--- src/rtl/fir_addr_sequencer.sv ---
// Address/control sequencer for a DSP58 FIR: writes each sample into a circular
// X buffer, then walks coefficient/sample read pairs with first/last MAC flags.
module fir_addr_sequencer #(
    parameter int H_ADDR_WIDTH = 4,
    parameter int X_ADDR_WIDTH = 6,
    parameter int DSP_LATENCY  = 4
) (
    input  logic                    clk,
    input  logic                    rst_n,
    input  logic                    sample_valid,
    input  logic [H_ADDR_WIDTH-1:0] taps_m1,
    output logic                    W_en,
    output logic [X_ADDR_WIDTH-1:0] w_addr,
    output logic                    R_en,
    output logic [H_ADDR_WIDTH-1:0] h_addr,
    output logic [X_ADDR_WIDTH-1:0] x_addr,
    output logic                    first_tap,
    output logic                    last_tap,
    output logic                    dsp58_delay,
    output logic                    filter_delay,
    output logic                    overrun
);

    localparam int CNT_W = (DSP_LATENCY > 1) ? $clog2(DSP_LATENCY) : 1;
    localparam logic [CNT_W-1:0]        DRAIN_LAST = CNT_W'(DSP_LATENCY - 1);
    localparam logic [CNT_W-1:0]        CNT_ONE    = CNT_W'(1);
    localparam logic [H_ADDR_WIDTH-1:0] H_ONE      = H_ADDR_WIDTH'(1);
    localparam logic [X_ADDR_WIDTH-1:0] X_ONE      = X_ADDR_WIDTH'(1);

    typedef enum logic [1:0] {
        IDLE,
        WRITE,
        MAC,
        DRAIN
    } state_t;

    state_t                  state;
    logic [X_ADDR_WIDTH-1:0] wr_ptr;
    logic [X_ADDR_WIDTH-1:0] base;
    logic [H_ADDR_WIDTH-1:0] n_taps;
    logic [CNT_W-1:0]        drain_cnt;

    // h_addr doubles as the tap index k; x_addr walks backwards from the newest sample.
    always_ff @(posedge clk or negedge rst_n) begin
        if (!rst_n) begin
            state        <= IDLE;
            wr_ptr       <= '0;
            base         <= '0;
            n_taps       <= '0;
            drain_cnt    <= '0;
            W_en         <= 1'b0;
            w_addr       <= '0;
            R_en         <= 1'b0;
            h_addr       <= '0;
            x_addr       <= '0;
            first_tap    <= 1'b0;
            last_tap     <= 1'b0;
            dsp58_delay  <= 1'b0;
            filter_delay <= 1'b0;
            overrun      <= 1'b0;
        end else begin
            W_en    <= 1'b0;
            overrun <= sample_valid && (state != IDLE);
            case (state)
                IDLE: begin
                    if (sample_valid) begin
                        state        <= WRITE;
                        W_en         <= 1'b1;
                        w_addr       <= wr_ptr;
                        base         <= wr_ptr;
                        filter_delay <= 1'b1;
                    end
                end
                WRITE: begin
                    state     <= MAC;
                    n_taps    <= taps_m1;
                    wr_ptr    <= wr_ptr + X_ONE;
                    R_en      <= 1'b1;
                    h_addr    <= '0;
                    x_addr    <= base;
                    first_tap <= 1'b1;
                    last_tap  <= (taps_m1 == '0);
                end
                MAC: begin
                    first_tap <= 1'b0;
                    if (h_addr == n_taps) begin
                        state       <= DRAIN;
                        R_en        <= 1'b0;
                        last_tap    <= 1'b0;
                        drain_cnt   <= '0;
                        dsp58_delay <= (DRAIN_LAST == '0);
                    end else begin
                        h_addr   <= h_addr + H_ONE;
                        x_addr   <= x_addr - X_ONE;
                        last_tap <= ((h_addr + H_ONE) == n_taps);
                    end
                end
                DRAIN: begin
                    if (drain_cnt == DRAIN_LAST) begin
                        state        <= IDLE;
                        dsp58_delay  <= 1'b0;
                        filter_delay <= 1'b0;
                    end else begin
                        drain_cnt   <= drain_cnt + CNT_ONE;
                        dsp58_delay <= ((drain_cnt + CNT_ONE) == DRAIN_LAST);
                    end
                end
                default: state <= IDLE;
            endcase
        end
    end

endmodule

--- config.mk ---
export PLATFORM = sky130hd
export DESIGN_NAME = fir_addr_sequencer
export DESIGN_NICKNAME = d
export VERILOG_FILES = /design/src/rtl/fir_addr_sequencer.sv
export SDC_FILE = /design/constraint.sdc
export NUM_CORES = 1
export LEC_CHECK = 0
export ABC_AREA = 1
export BUFFER_PORTS_ARGS = -buffer_cell sky130_fd_sc_hd__buf_2
export CORE_AREA = 2 2 65 98
export DETAILED_ROUTE_END_ITERATION = 10
export DIE_AREA = 0 0 67 100
export PLACE_DENSITY = 0.6
export SETUP_SLACK_MARGIN = 0.3
export SYNTH_ARGS = -nofsm -noshare
export SYNTH_HDL_FRONTEND = slang
export SYNTH_SLANG_ARGS = --single-unit
export TNS_END_PERCENT = 100
--- constraint.sdc ---
create_clock -name clk -period 4.1 [get_ports clk]
set_input_delay 0.615 -clock clk [delete_from_list [all_inputs] [get_ports clk]]
set_output_delay 0.615 -clock clk [all_outputs]
set_load 0.01 [all_outputs]
# Word level (Yosys, flattened, before mapping)
# Index checks and enable logic that the tools add are counted.
totals:
  elab_cells: 67
  regBits: 37
  input_bits: 7
op_classes:
  muxes: 23
  reduce_logical: 14
  n_addsub: 4
  n_eq_ne: 12
ops:
  columns: ["operator", "count"]
  rows:
  - ["case mux 6 bit (2 select lines)", 1]
  - ["two-way mux 2 bit", 5]
  - ["!= test 2 bit, second input constant", 5]
  - ["case mux 1 bit (2 select lines)", 5]
  - ["AND reduction 3 bit", 3]
  - ["== test 2 bit, second input constant", 4]
  - ["== test 4 bit", 2]
  - ["case mux 2 bit (4 select lines)", 1]
  - ["case mux 4 bit (2 select lines)", 1]
  - ["AND reduction 2 bit", 4]
  - ["nonzero test 2 bit", 4]
  - ["two-way mux 1 bit", 7]
  - ["adder 6 x 1 -> 6 bit, second input constant", 1]
  - ["two-way mux 6 bit", 1]
  - ["subtractor 6 x 1 -> 6 bit, second input constant", 1]
  - ["adder 4 x 1 -> 4 bit, second input constant", 1]
  - ["logical NOT 4 bit", 1]
  - ["two-way mux 4 bit", 1]
  - ["case mux 2 bit (2 select lines)", 1]
  - ["adder 2 x 1 -> 2 bit, second input constant", 1]
  - ["== test 2 x 1 -> 1 bit, second input constant", 1]
  - ["logical NOT 2 bit", 1]
  - ["logical AND 1 bit", 1]

# Depth between registers and ports, before layout
# Gate-level depths: netlist of the first run.
logic_depth:
  word_depth: 4
  depth_mapped: 10
  mapped_depth_nobuf: 10

# Worst setup path before layout of the first run
# OpenSTA, ideal clock, no wires.
synth_path:
  path_kind: "register -> register"
  start: "register state[0]"
  end: "register last_tap"
  arrival_ps: 1259
  n_path_buf: 1
  period_less_slack_ps: 1380
  stages_incl_launch_ff: 9
  setup_ps: 121
  setup_slack_ps: 2720
  cell_sequence: "dfrtp_1 inv_1 ha_1 inv_2 buf_2 nand3_1 nand2_1 inv_1 a21oi_1"
synth_between:
  elab_chain_len: 2
  elab_cells_between_ends: 4
  cone_classes: "eq/ne (2); mux (1); reduce/logical (1)"
synth_rtl:
  columns: ["item", "line", "source"]
  rows:
  - ["start, declared", "37", "state_t state;"]
  - ["start signal, assigned", "46", "state <= IDLE;"]
  - ["start signal, assigned", "67", "state <= WRITE;"]
  - ["start signal, assigned", "75", "state <= MAC;"]
  - ["== test 2 bit or == test 2 x 1 -> 1 bit (tied branches)", "64", "case (state)"]
  - ["case mux 1 bit (2 select lines) or nonzero test 2 bit (tied branches)", null, null]
  - ["end signal, assigned", "82", "last_tap <= (taps_m1 == '0);"]
  - ["end signal, assigned", "95", "last_tap <= ((h_addr + H_ONE) == n_taps);"]
  - ["end, declared", "18", "output logic last_tap,"]
# Parallel ways exist; a longest one is shown, timed or not.
# A chain may end at the register's enable or synchronous reset.

# Worst setup path after layout of the first run
layout_path:
  start: "register state[0]"
  end: "register x_addr[4]"
layout_between:
  elab_chain_len: 3
  elab_cells_between_ends: 6
  cone_classes: "eq/ne (3); mux (1); reduce/logical (2)"
layout_rtl:
  columns: ["item", "line", "source"]
  rows:
  - ["== test 2 bit or == test 2 x 1 -> 1 bit (tied branches)", "64", null]
  - ["!= test 2 bit (no source line) or nonzero test 2 bit (tied branches)", null, null]
  - ["AND reduction 2 bit (no source line)", null, null]
  - ["end signal, assigned", "80", "x_addr <= base;"]
  - ["end signal, assigned", "94", "x_addr <= x_addr - X_ONE;"]
  - ["end, declared", "16", "output logic [X_ADDR_WIDTH-1:0] x_addr,"]
# Parallel ways exist; a longest one is shown, timed or not.

==> flow_metrics.env, run 1 <==
export IMPL_vias=1642
export IMPL_syn_inst=257
export IMPL_rows=35
export IMPL_cp_depth=7
export IMPL_synthAdderAreaFrac_pct=6.25
export IMPL_cts_buffers=5
export IMPL_min_path_type="input pin to asynchronous set/reset pin"
export IMPL_period_share_pct=51.5
export IMPL_final_max_slew_violation_count=0
export IMPL_postCtsHoldBufs=0
export IMPL_timing_rr_end="x_addr[4]"
export IMPL_initialDrtViolationCount=83
export IMPL_ant_nets=0
export IMPL_finalSetupTns_ns=0
export IMPL_root_buffer="clkbuf_8"
export IMPL_drc_errors=0
export IMPL_maxCapViolations=0
export IMPL_synth_xor_area_share_pct=2.62
export IMPL_layout_nets=305
export IMPL_io_pins=30
export IMPL_clock_sinks=37
export IMPL_initial_utilization_pct=33.6
export IMPL_grt_busiest_layer="met2"
export IMPL_synth_top_family_by_area="simple AND/OR/NAND/NOR gates"
export IMPL_synth_area_per_cell_um2=7.79
export IMPL_fmax_ghz=0.473
export IMPL_critical_path_class="flop to flop"
export IMPL_antenna_cells=0
export IMPL_fin_hold_ws_ns=0.433
export IMPL_critPathCaptureType="flop"
export IMPL_fillCellCount=670
export IMPL_grt_pass1_vias=1670
export IMPL_dp_hpwl_um=3330
export IMPL_detail_route_wl_per_cell_um=11.9
export IMPL_yosysSeqAreaShare_pct=46.3
export IMPL_finalSetupViolations=0
export IMPL_ctsResizeCount=0
export IMPL_stdcell_count=363
export IMPL_max_slew_margin_pct=43.3
export IMPL_grt_met2_usage_pct=25.8
export IMPL_required_ns=4.27
export IMPL_tightest_slew_ns=0.850
export IMPL_met1_usage_pct=16.9
export IMPL_synth_seq_cells=37
export IMPL_dp_cells=355
export IMPL_yosys_area_share_simple_pct=32.1
export IMPL_gr_total_overflow=0
export IMPL_r2r_cells=7
export IMPL_ir_worst_vdd_v=0.000221
export IMPL_min_period_ns=2.11
export IMPL_r2r_slack_ns=1.99
export IMPL_setup_ws_ns=1.99
export IMPL_synthesis_area_mm2=0.00200
export IMPL_path_common_cell="nand2_1"
export IMPL_cts_tree="yes"
export IMPL_syn_nets=274
export IMPL_status="complete, no violations"
export IMPL_critPathMaxStageDelay_ns=0.58
export IMPL_clkLatencyLatePin_ns=0.28
export IMPL_design_core_area_mm2=0.00596
export IMPL_firstDrtPassIters=4
export IMPL_via_per_inst=4.52
export IMPL_gr_usage_all_layers_pct=14.5
export IMPL_drive_above_1_share_pct=16.3
export IMPL_synth_cell_types=24
export IMPL_leakage_nw=1.31
export IMPL_cts_setup_buffers=0
export IMPL_die_h_um=100
export IMPL_cp_top_family="simple AND/OR/NAND/NOR gates"
export IMPL_hold_viol=0
export IMPL_io_buffers=29
export IMPL_antenna_found_initial=0
export IMPL_use_met3_pct=2.69
export IMPL_grt_max_degree=38
export IMPL_rsz0062_at_grt="false"
export IMPL_dp_slack_ns=1.98
export IMPL_worst_ep_arrival_time_ns=2.28
export IMPL_dieArea_mm2=0.00670
export IMPL_power_density_mw_per_mm2=802
export IMPL_crit_buf_inv=2
export IMPL_gp_congestion=0.807
export IMPL_area_growth_pct=16.9
export IMPL_wl_um=4330
export IMPL_skew_ns=0.00550
export IMPL_synth_compound_area_share_pct=4.56
export IMPL_yosys_warnings=0
export IMPL_critPathSlowestCell="ha_1"
export IMPL_crit_fanout=14
export IMPL_clock_path_buffers=2
export IMPL_path_clk_slew_ns=0.08
export IMPL_grt_pass1_wl_um=7510
export IMPL_die_w_um=67
export IMPL_path_cells="inv_1 -> ha_1 -> inv_2 -> nand2_1 -> nand2_2 -> nand2_1 -> nand2_1"
export IMPL_synth_mux_area_share_pct=0
export IMPL_start_kind="flop"
export IMPL_timing_rr_start="state[0]"
export IMPL_cts_max_level=2
## kinds of logic (layout without fill, tap and decap cells)
family,Yosys count,count (layout)
adders and majority gates,10,10
xor gates and xnor gates,6,6
and+or+nand+nor,147,147
buffers and inverters,40,72
AOI/OAI and AO/OA,17,17
DFF,37,37
## Yosys cell counts
library cell	number	area (um^2)
nor3_1	1	5.00
nand3_1	32	160
nand4_1	3	18.8
nor2_1	13	48.8
buf_2	3	15.0
clkbuf_1	1	3.75
a22oi_1	1	7.51
nand2_1	91	342
inv_1	33	124
or2_2	1	6.26
o21ai_0	11	55.1
xor2_1	6	52.6
o21ai_1	2	10.0
nor2_4	1	11.3
nor2_2	1	6.26
a21oi_1	2	10.0
ha_1	10	125
nand2_4	1	11.3
nand2_8	1	20.0
a21oi_2	1	8.76
dfrtp_1	37	926
inv_2	2	7.51
nand2_2	2	12.5
buf_8	1	15.0
## flip-flops by register name (all words and copies together) (netlist names), 2 cells and up
signal     flops
base           6
h_addr         4
wr_ptr         6
x_addr         6
state          2
n_taps         4
drain_cnt      2
## cell usage in the layout, fill, tap and decap left out
master     count
nand3_1       32
nor2_2         1
a21oi_1        2
nand2_1       91
ha_1          10
nor2_4         1
clkinv_2       1
nand2_8        1
o21ai_1        2
dfrtp_1       37
buf_2         29
bufinv_16      2
xor2_1         6
a22oi_1        1
nand2_4        1
nand2_2        2
nor3_1         1
nor2_1        13
inv_2          2
o21ai_0       11
clkbuf_8       5
inv_1         33
nand4_1        3
or2_2          1
a21oi_2        1
## worst max-delay path by stage
| stage | startpoint | end | slack [ns] |
|---|---|---|---|
| after floorplan | state[0] | last_tap | 2.72 |
| after global placement | state[0] | x_addr[4] | 2.03 |
| after detailed placement | state[0] | x_addr[4] | 1.98 |
| after CTS | state[0] | x_addr[4] | 1.97 |
| after global routing | state[0] | x_addr[4] | 1.81 |
| final | state[0] | x_addr[4] | 1.99 |
## worst register-to-register path, stage by stage (launching register included)
cell and delay, ns:
dfrtp_1 0.42, inv_1 0.11, ha_1 0.58, inv_2 0.23
nand2_1 0.37, nand2_2 0.16, nand2_1 0.09, nand2_1 0.05
## per-layer routing
metal  routed length [um]  up-vias
li1                     -      863
met1                 1790      753
met2                 2360       19
met3                  105        7
met4                   78        0
met5                    0        -
## final cells by class
type / count / area, um^2 / share of cell area (%)
clock buffers: 5 / 68.8 / 2.94
multi-input cells: 180 / 911 / 38.9
well taps: 74 / 92.6 / 3.96
repair buffers: 29 / 145 / 6.20
inverters: 35 / 131 / 5.61
clock inverters: 3 / 65.1 / 2.78
flip-flops and latches: 37 / 926 / 39.6
## stage by stage
step	utilization [%]	power, W	cell area, um^2
floorplan	-	0.00130	2000
global placement	37.0	0.00151	2210
detailed placement	37.0	0.00152	2210
CTS	39.3	0.00190	2340
global route	39.3	0.00207	2340
finish	39.3	0.00188	2340
## power by group
group	internal, W	switching (W)
logic	0.000314	0.000557
registers	0.000508	0.000127
clock network	0.000242	0.000130
No activity file was read; power rests on OpenSTA's default activity.
==> run 2: changes to the inputs <==
==> constraint.sdc (replaced) <==
create_clock -name clk -period 2 [get_ports clk]
set_input_delay 0.3 -clock clk [delete_from_list [all_inputs] [get_ports clk]]
set_output_delay 0.3 -clock clk [all_outputs]
set_load 0.01 [all_outputs]
==> flow_metrics.env, run 2 (synthesis results as in run 1) <==
export IMPL_crit_fanout=12
export IMPL_cts_max_level=2
export IMPL_p_clk_share_pct=19.8
export IMPL_dieArea_mm2=0.00670
export IMPL_root_buffer="clkbuf_8"
export IMPL_drc_errors=0
export IMPL_hold_viol=22
export IMPL_r2r_cells=7
export IMPL_area_growth_pct=18.8
export IMPL_cts_setup_buffers=0
export IMPL_grt_pass1_vias=1516
export IMPL_ir_worst_vdd_v=0.000439
export IMPL_tightest_slew_ns=0.528
export IMPL_fmax_ghz=0.652
export IMPL_r2r_slack_ns=0.47
export IMPL_via_per_inst=4.65
export IMPL_maxCapViolations=0
export IMPL_dp_hpwl_um=3380
export IMPL_timing_rr_end="x_addr[5]"
export IMPL_gp_congestion=0.817
export IMPL_postCtsHoldBufs=0
export IMPL_grt_pass1_wl_um=6970
export IMPL_combinationalPowerShare_pct=46.7
export IMPL_min_period_ns=1.53
export IMPL_status="finished, violations left"
export IMPL_start_kind="flop"
export IMPL_clock_sinks=37
export IMPL_io_buffers=29
export IMPL_clkLatencyLatePin_ns=0.29
export IMPL_fillCellCount=627
export IMPL_min_path_type="input pin to asynchronous set/reset pin"
export IMPL_gr_total_overflow=0
export IMPL_drive_above_1_share_pct=18.0
export IMPL_cts_tree="yes"
export IMPL_critical_path_class="flop to flop"
export IMPL_timing_rr_start="state[0]"
export IMPL_power_share_sequential_pct=33.4
export IMPL_design_core_area_mm2=0.00596
export IMPL_antenna_found_initial=0
export IMPL_gr_usage_all_layers_pct=13.7
export IMPL_power_density_mw_per_mm2=1650
export IMPL_required_ns=2.18
export IMPL_worst_ep_arrival_time_ns=1.72
export IMPL_die_w_um=67
export IMPL_initialDrtViolationCount=96
export IMPL_final_common_cell="nand2_1"
export IMPL_ctsResizeCount=0
export IMPL_firstDrtPassIters=4
export IMPL_io_pins=30
export IMPL_layout_nets=310
export IMPL_rsz0062_at_grt="false"
export IMPL_p_int_w=0.00222
export IMPL_clock_path_buffers=2
export IMPL_grt_max_degree=25
export IMPL_layout_common_cells="91 x nand2_1, 37 x dfrtp_1, 32 x inv_1, 32 x nand3_1, 29 x buf_2"
export IMPL_rows=35
export IMPL_final_max_slew_violation_count=0
export IMPL_max_slew_margin_pct=64.8
export IMPL_cts_buffers=5
export IMPL_antenna_cells=0
export IMPL_switchingPower_w=0.00170
export IMPL_swShare_pct=43.4
export IMPL_detail_route_wl_per_cell_um=11.9
export IMPL_die_h_um=100
export IMPL_vias=1711
export IMPL_finalSetupViolations=0
export IMPL_skew_ns=0.00413
export IMPL_finalSetupTns_ns=0
export IMPL_leakage_nw=1.33
export IMPL_period_share_pct=76.7
export IMPL_fin_util_pct=39.9
export IMPL_violations="hold timing"
export IMPL_initial_utilization_pct=33.6
export IMPL_fin_hold_ws_ns=-0.0145
export IMPL_path_clk_slew_ns=0.08
export IMPL_wl_um=4380
export IMPL_top_regs="base: 6 flops, wr_ptr: 6 flops, x_addr: 6 flops"
export IMPL_critPathCaptureType="flop"
export IMPL_ant_nets=0
-- run 2: cell count changes in the layout (fill, tap and decap cells not counted) --
cell / delta
buf_4: +5
inv_1: -1
inv_2: +1
-- run 2: power by group through the flow --
stage / Clock (W) / Sequential, W / Combinational (W)
final: 0.000775 / 0.00131 / 0.00183
after global placement: 0 / 0.00131 / 0.00182
after global routing: 0.000822 / 0.00135 / 0.00209
after detailed placement: 0 / 0.00133 / 0.00184
after floorplan: 0 / 0.00133 / 0.00132
after CTS: 0.000789 / 0.00131 / 0.00185
-- run 2: final cells by class --
cell class                 count  area, um^2  share of cell area (%)
sequential                    37         926                    38.9
multi-input combinational    180         911                    38.3
timing repair buffer          34         183                    7.68
inverter                      35         131                    5.53
tap                           74        92.6                    3.89
clock buffer                   5        68.8                    2.89
clock inverter                 3        65.1                    2.74
-- run 2: worst max path at each step --
stage | start | end | slack, ns | cells past startpoint
6_report | state[0] | x_addr[5] | 0.47 | 7
5_1_grt | state[0] | x_addr[5] | 0.30 | 7
4_1_cts | state[0] | x_addr[5] | 0.45 | 7
3_5_place_dp | state[0] | x_addr[5] | 0.48 | 7
3_3_place_gp | state[1] | filter_delay | 0.52 | 6
2_1_floorplan | state[0] | last_tap | 0.62 | 8
-- run 2: routing by layer --
metal  vias to the layer above  global-route usage [%]  share of wire [%]
li1                        873                       -                  -
met1                       796                    16.1                 42
met2                        34                    24.4                 54
met3                         8                    2.02                2.6
met4                         0                    5.81                1.3
met5                         -                       0                  0
-- run 2: through the flow --
stage | worst slack (ns) | total power, W | cell area [um^2] | cells
floorplan | 0.620 | 0.00266 | 2000 | 257
global placement | 0.523 | 0.00314 | 2240 | 360
detailed placement | 0.475 | 0.00317 | 2240 | 360
CTS | 0.450 | 0.00395 | 2380 | 368
global route | 0.301 | 0.00427 | 2380 | 368
finish | 0.467 | 0.00391 | 2380 | 368
-- run 2: worst max-delay path: stages (launching register included) --
cell	delay (ns)
dfrtp_1	0.40
inv_1	0.09
ha_1	0.22
inv_2	0.17
nand2_1	0.19
buf_4	0.21
nand3_1	0.08
nand2_1	0.05
==> run 3: changes to the inputs <==
--- a/config.mk
+++ b/config.mk
@@ -10,7 +10,7 @@
 export CORE_AREA = 2 2 65 98
 export DETAILED_ROUTE_END_ITERATION = 10
 export DIE_AREA = 0 0 67 100
-export PLACE_DENSITY = 0.6
+export PLACE_DENSITY = 0.62
 export SETUP_SLACK_MARGIN = 0.3
 export SYNTH_ARGS = -nofsm -noshare
 export SYNTH_HDL_FRONTEND = slang
==> constraint.sdc (replaced) <==
create_clock -name clk -period 1.31 [get_ports clk]
set_input_delay 0.1965 -clock clk [delete_from_list [all_inputs] [get_ports clk]]
set_output_delay 0.1965 -clock clk [all_outputs]
set_load 0.01 [all_outputs]
==> flow_metrics.env, run 3 (synthesis results as in run 1) <==
export IMPL_wl_um=5260
export IMPL_violations="setup timing"
export IMPL_drc_errors=0
export IMPL_cp_top_family="simple AND/OR/NAND/NOR gates"
export IMPL_gp_congestion=0.816
export IMPL_grt_max_degree=18
export IMPL_gr_usage_all_layers_pct=17.1
export IMPL_min_path_type="input pin to flop"
export IMPL_io_buffers=29
export IMPL_grt_pass1_wl_um=8760
export IMPL_gr_total_overflow=0
export IMPL_required_ns=1.53
export IMPL_initial_utilization_pct=33.6
export IMPL_r2r_cells=9
export IMPL_cts_buffers=5
export IMPL_clkLatencyLatePin_ns=0.29
export IMPL_clock_path_buffers=2
export IMPL_antenna_cells=0
export IMPL_grt_pass1_vias=1936
export IMPL_die_w_um=67
export IMPL_endpoint="h_addr[1]"
export IMPL_antenna_found_initial=0
export IMPL_dpl_cell_area_mm2=0.00245
export IMPL_cts_max_level=2
export IMPL_power_density_mw_per_mm2=2610
export IMPL_cp_depth=9
export IMPL_final_max_slew_violation_count=0
export IMPL_ir_worst_vdd_v=0.000819
export IMPL_crit_fanout=5
export IMPL_r2r_slack_ns=-0.01
export IMPL_finalSetupViolations=8
export IMPL_dp_hpwl_um=3600
export IMPL_fin_area_mm2=0.00303
export IMPL_critPathCaptureType="flop"
export IMPL_cts_tree="yes"
export IMPL_power_share_sequential_pct=25.0
export IMPL_crit_path_start="h_addr[1]"
export IMPL_max_slew_margin_pct=84.5
export IMPL_area_growth_pct=51.5
export IMPL_power_w=0.00792
export IMPL_p_int_w=0.00460
export IMPL_leakage_nw=1.63
export IMPL_start_kind="flop"
export IMPL_critPathSlowestCell="dfrtp_2"
export IMPL_firstDrtPassIters=4
export IMPL_vias=1936
export IMPL_combinationalPowerShare_pct=60.0
export IMPL_layout_nets=355
export IMPL_root_buffer="clkbuf_8"
export IMPL_initialDrtViolationCount=64
export IMPL_rsz0062_at_grt="true"
export IMPL_p_clk_share_pct=15.0
export IMPL_crit_buf_inv=2
export IMPL_critPathMaxStageDelay_ns=0.44
export IMPL_swShare_pct=42.0
export IMPL_detail_route_wl_per_cell_um=12.7
export IMPL_clock_sinks=37
export IMPL_final_common_cell="nand2_1"
export IMPL_die_h_um=100
export IMPL_fin_util_pct=50.9
export IMPL_maxCapViolations=0
export IMPL_period_share_pct=101
export IMPL_setup_ws_ns=-0.0118
export IMPL_skew_ns=0.00635
export IMPL_via_per_inst=4.69
export IMPL_timing_rr_end="h_addr[1]"
export IMPL_path_clk_slew_ns=0.08
export IMPL_io_pins=30
export IMPL_worst_ep_arrival_time_ns=1.54
export IMPL_status="finished, violations left"
export IMPL_tightest_slew_ns=0.232
export IMPL_top_regs="base: 6 flops, wr_ptr: 6 flops, x_addr: 6 flops"
export IMPL_switchingPower_w=0.00333
export IMPL_timing_rr_start="h_addr[1]"
export IMPL_min_period_ns=1.32
export IMPL_layout_common_cells="70 x nand2_1, 34 x buf_4, 33 x dfrtp_1"
export IMPL_design_core_area_mm2=0.00596
export IMPL_fmax_ghz=0.757
export IMPL_path_cells="inv_1 -> nand2_2 -> nand2_2 -> nor2_4 -> nand2_4 -> buf_12 -> nand2_4 -> nand3_1 -> nand2_1"
export IMPL_hold_viol=0
export IMPL_dieArea_mm2=0.00670
export IMPL_rows=35
export IMPL_critical_path_class="flop to flop"
export IMPL_drive_above_1_share_pct=41.9
export IMPL_ant_nets=0
run 3: power groups by stage:
stage	registers, W	logic [W]	clock network [W]
global route	0.00204	0.00527	0.00125
detailed placement	0.00204	0.00343	0
finish	0.00198	0.00475	0.00119
global placement	0.00202	0.00337	0
CTS	0.00198	0.00428	0.00120
floorplan	0.00208	0.00232	0
run 3: repair_timing:
item | in CTS | in global routing
buffers inserted | 22 | 7
hold buffers | 1 | 0
hold endpoints to repair | 13 | 0
cloned | 2 | 0
pin swaps | 8 | 11
setup endpoints to repair | 57 | 64
gates resized for setup | 21 | 26
run 3: tightest hold or removal path: stages:
cell	delay, ns
buf_2	0.10
nand2_2	0.05
o21ai_2	0.04
run 3: area by class of cell:
class	count	area (um^2)
fill	574	2920
multi-input combinational	182	1130
sequential	37	931
timing repair buffer	77	611
inverter	35	139
tap	74	92.6
clock buffer	5	68.8
clock inverter	3	65.1
run 3: stage by stage:
| step | setup TNS, ns | setup slack, ns | instances | hold WS [ns] |
|---|---|---|---|---|
| 2_1_floorplan | 0 | 0.0924 | 257 | -0.0991 |
| 3_3_place_gp | -0.175 | -0.0334 | 373 | 0.127 |
| 3_5_place_dp | -0.272 | -0.0554 | 373 | 0.129 |
| 4_1_cts | 0 | 0.000812 | 406 | 0.133 |
| 5_1_grt | -1.37 | -0.106 | 413 | 0.144 |
| 6_report | -0.0403 | -0.0118 | 413 | 0.130 |
run 3: worst min-delay path by stage:
| stage | startpoint | to | slack, ns | cells after the start |
|---|---|---|---|---|
| after floorplan | rst_n | R_en | -0.1 | 0 |
| after global placement | rst_n | x_addr[4] | 0.13 | 1 |
| after detailed placement | rst_n | x_addr[3] | 0.13 | 1 |
| after CTS | taps_m1[2] | n_taps[2] | 0.13 | 3 |
| after global routing | taps_m1[1] | n_taps[1] | 0.14 | 3 |
| final | taps_m1[1] | n_taps[1] | 0.13 | 3 |
run 3: layer usage:
| layer | part of all wire, % | track usage (%) |
|---|---|---|
| met1 | 37 | 18.3 |
| met2 | 58 | 32.7 |
| met3 | 2.1 | 2.47 |
| met4 | 2.5 | 5.97 |
| met5 | 0 | 0 |
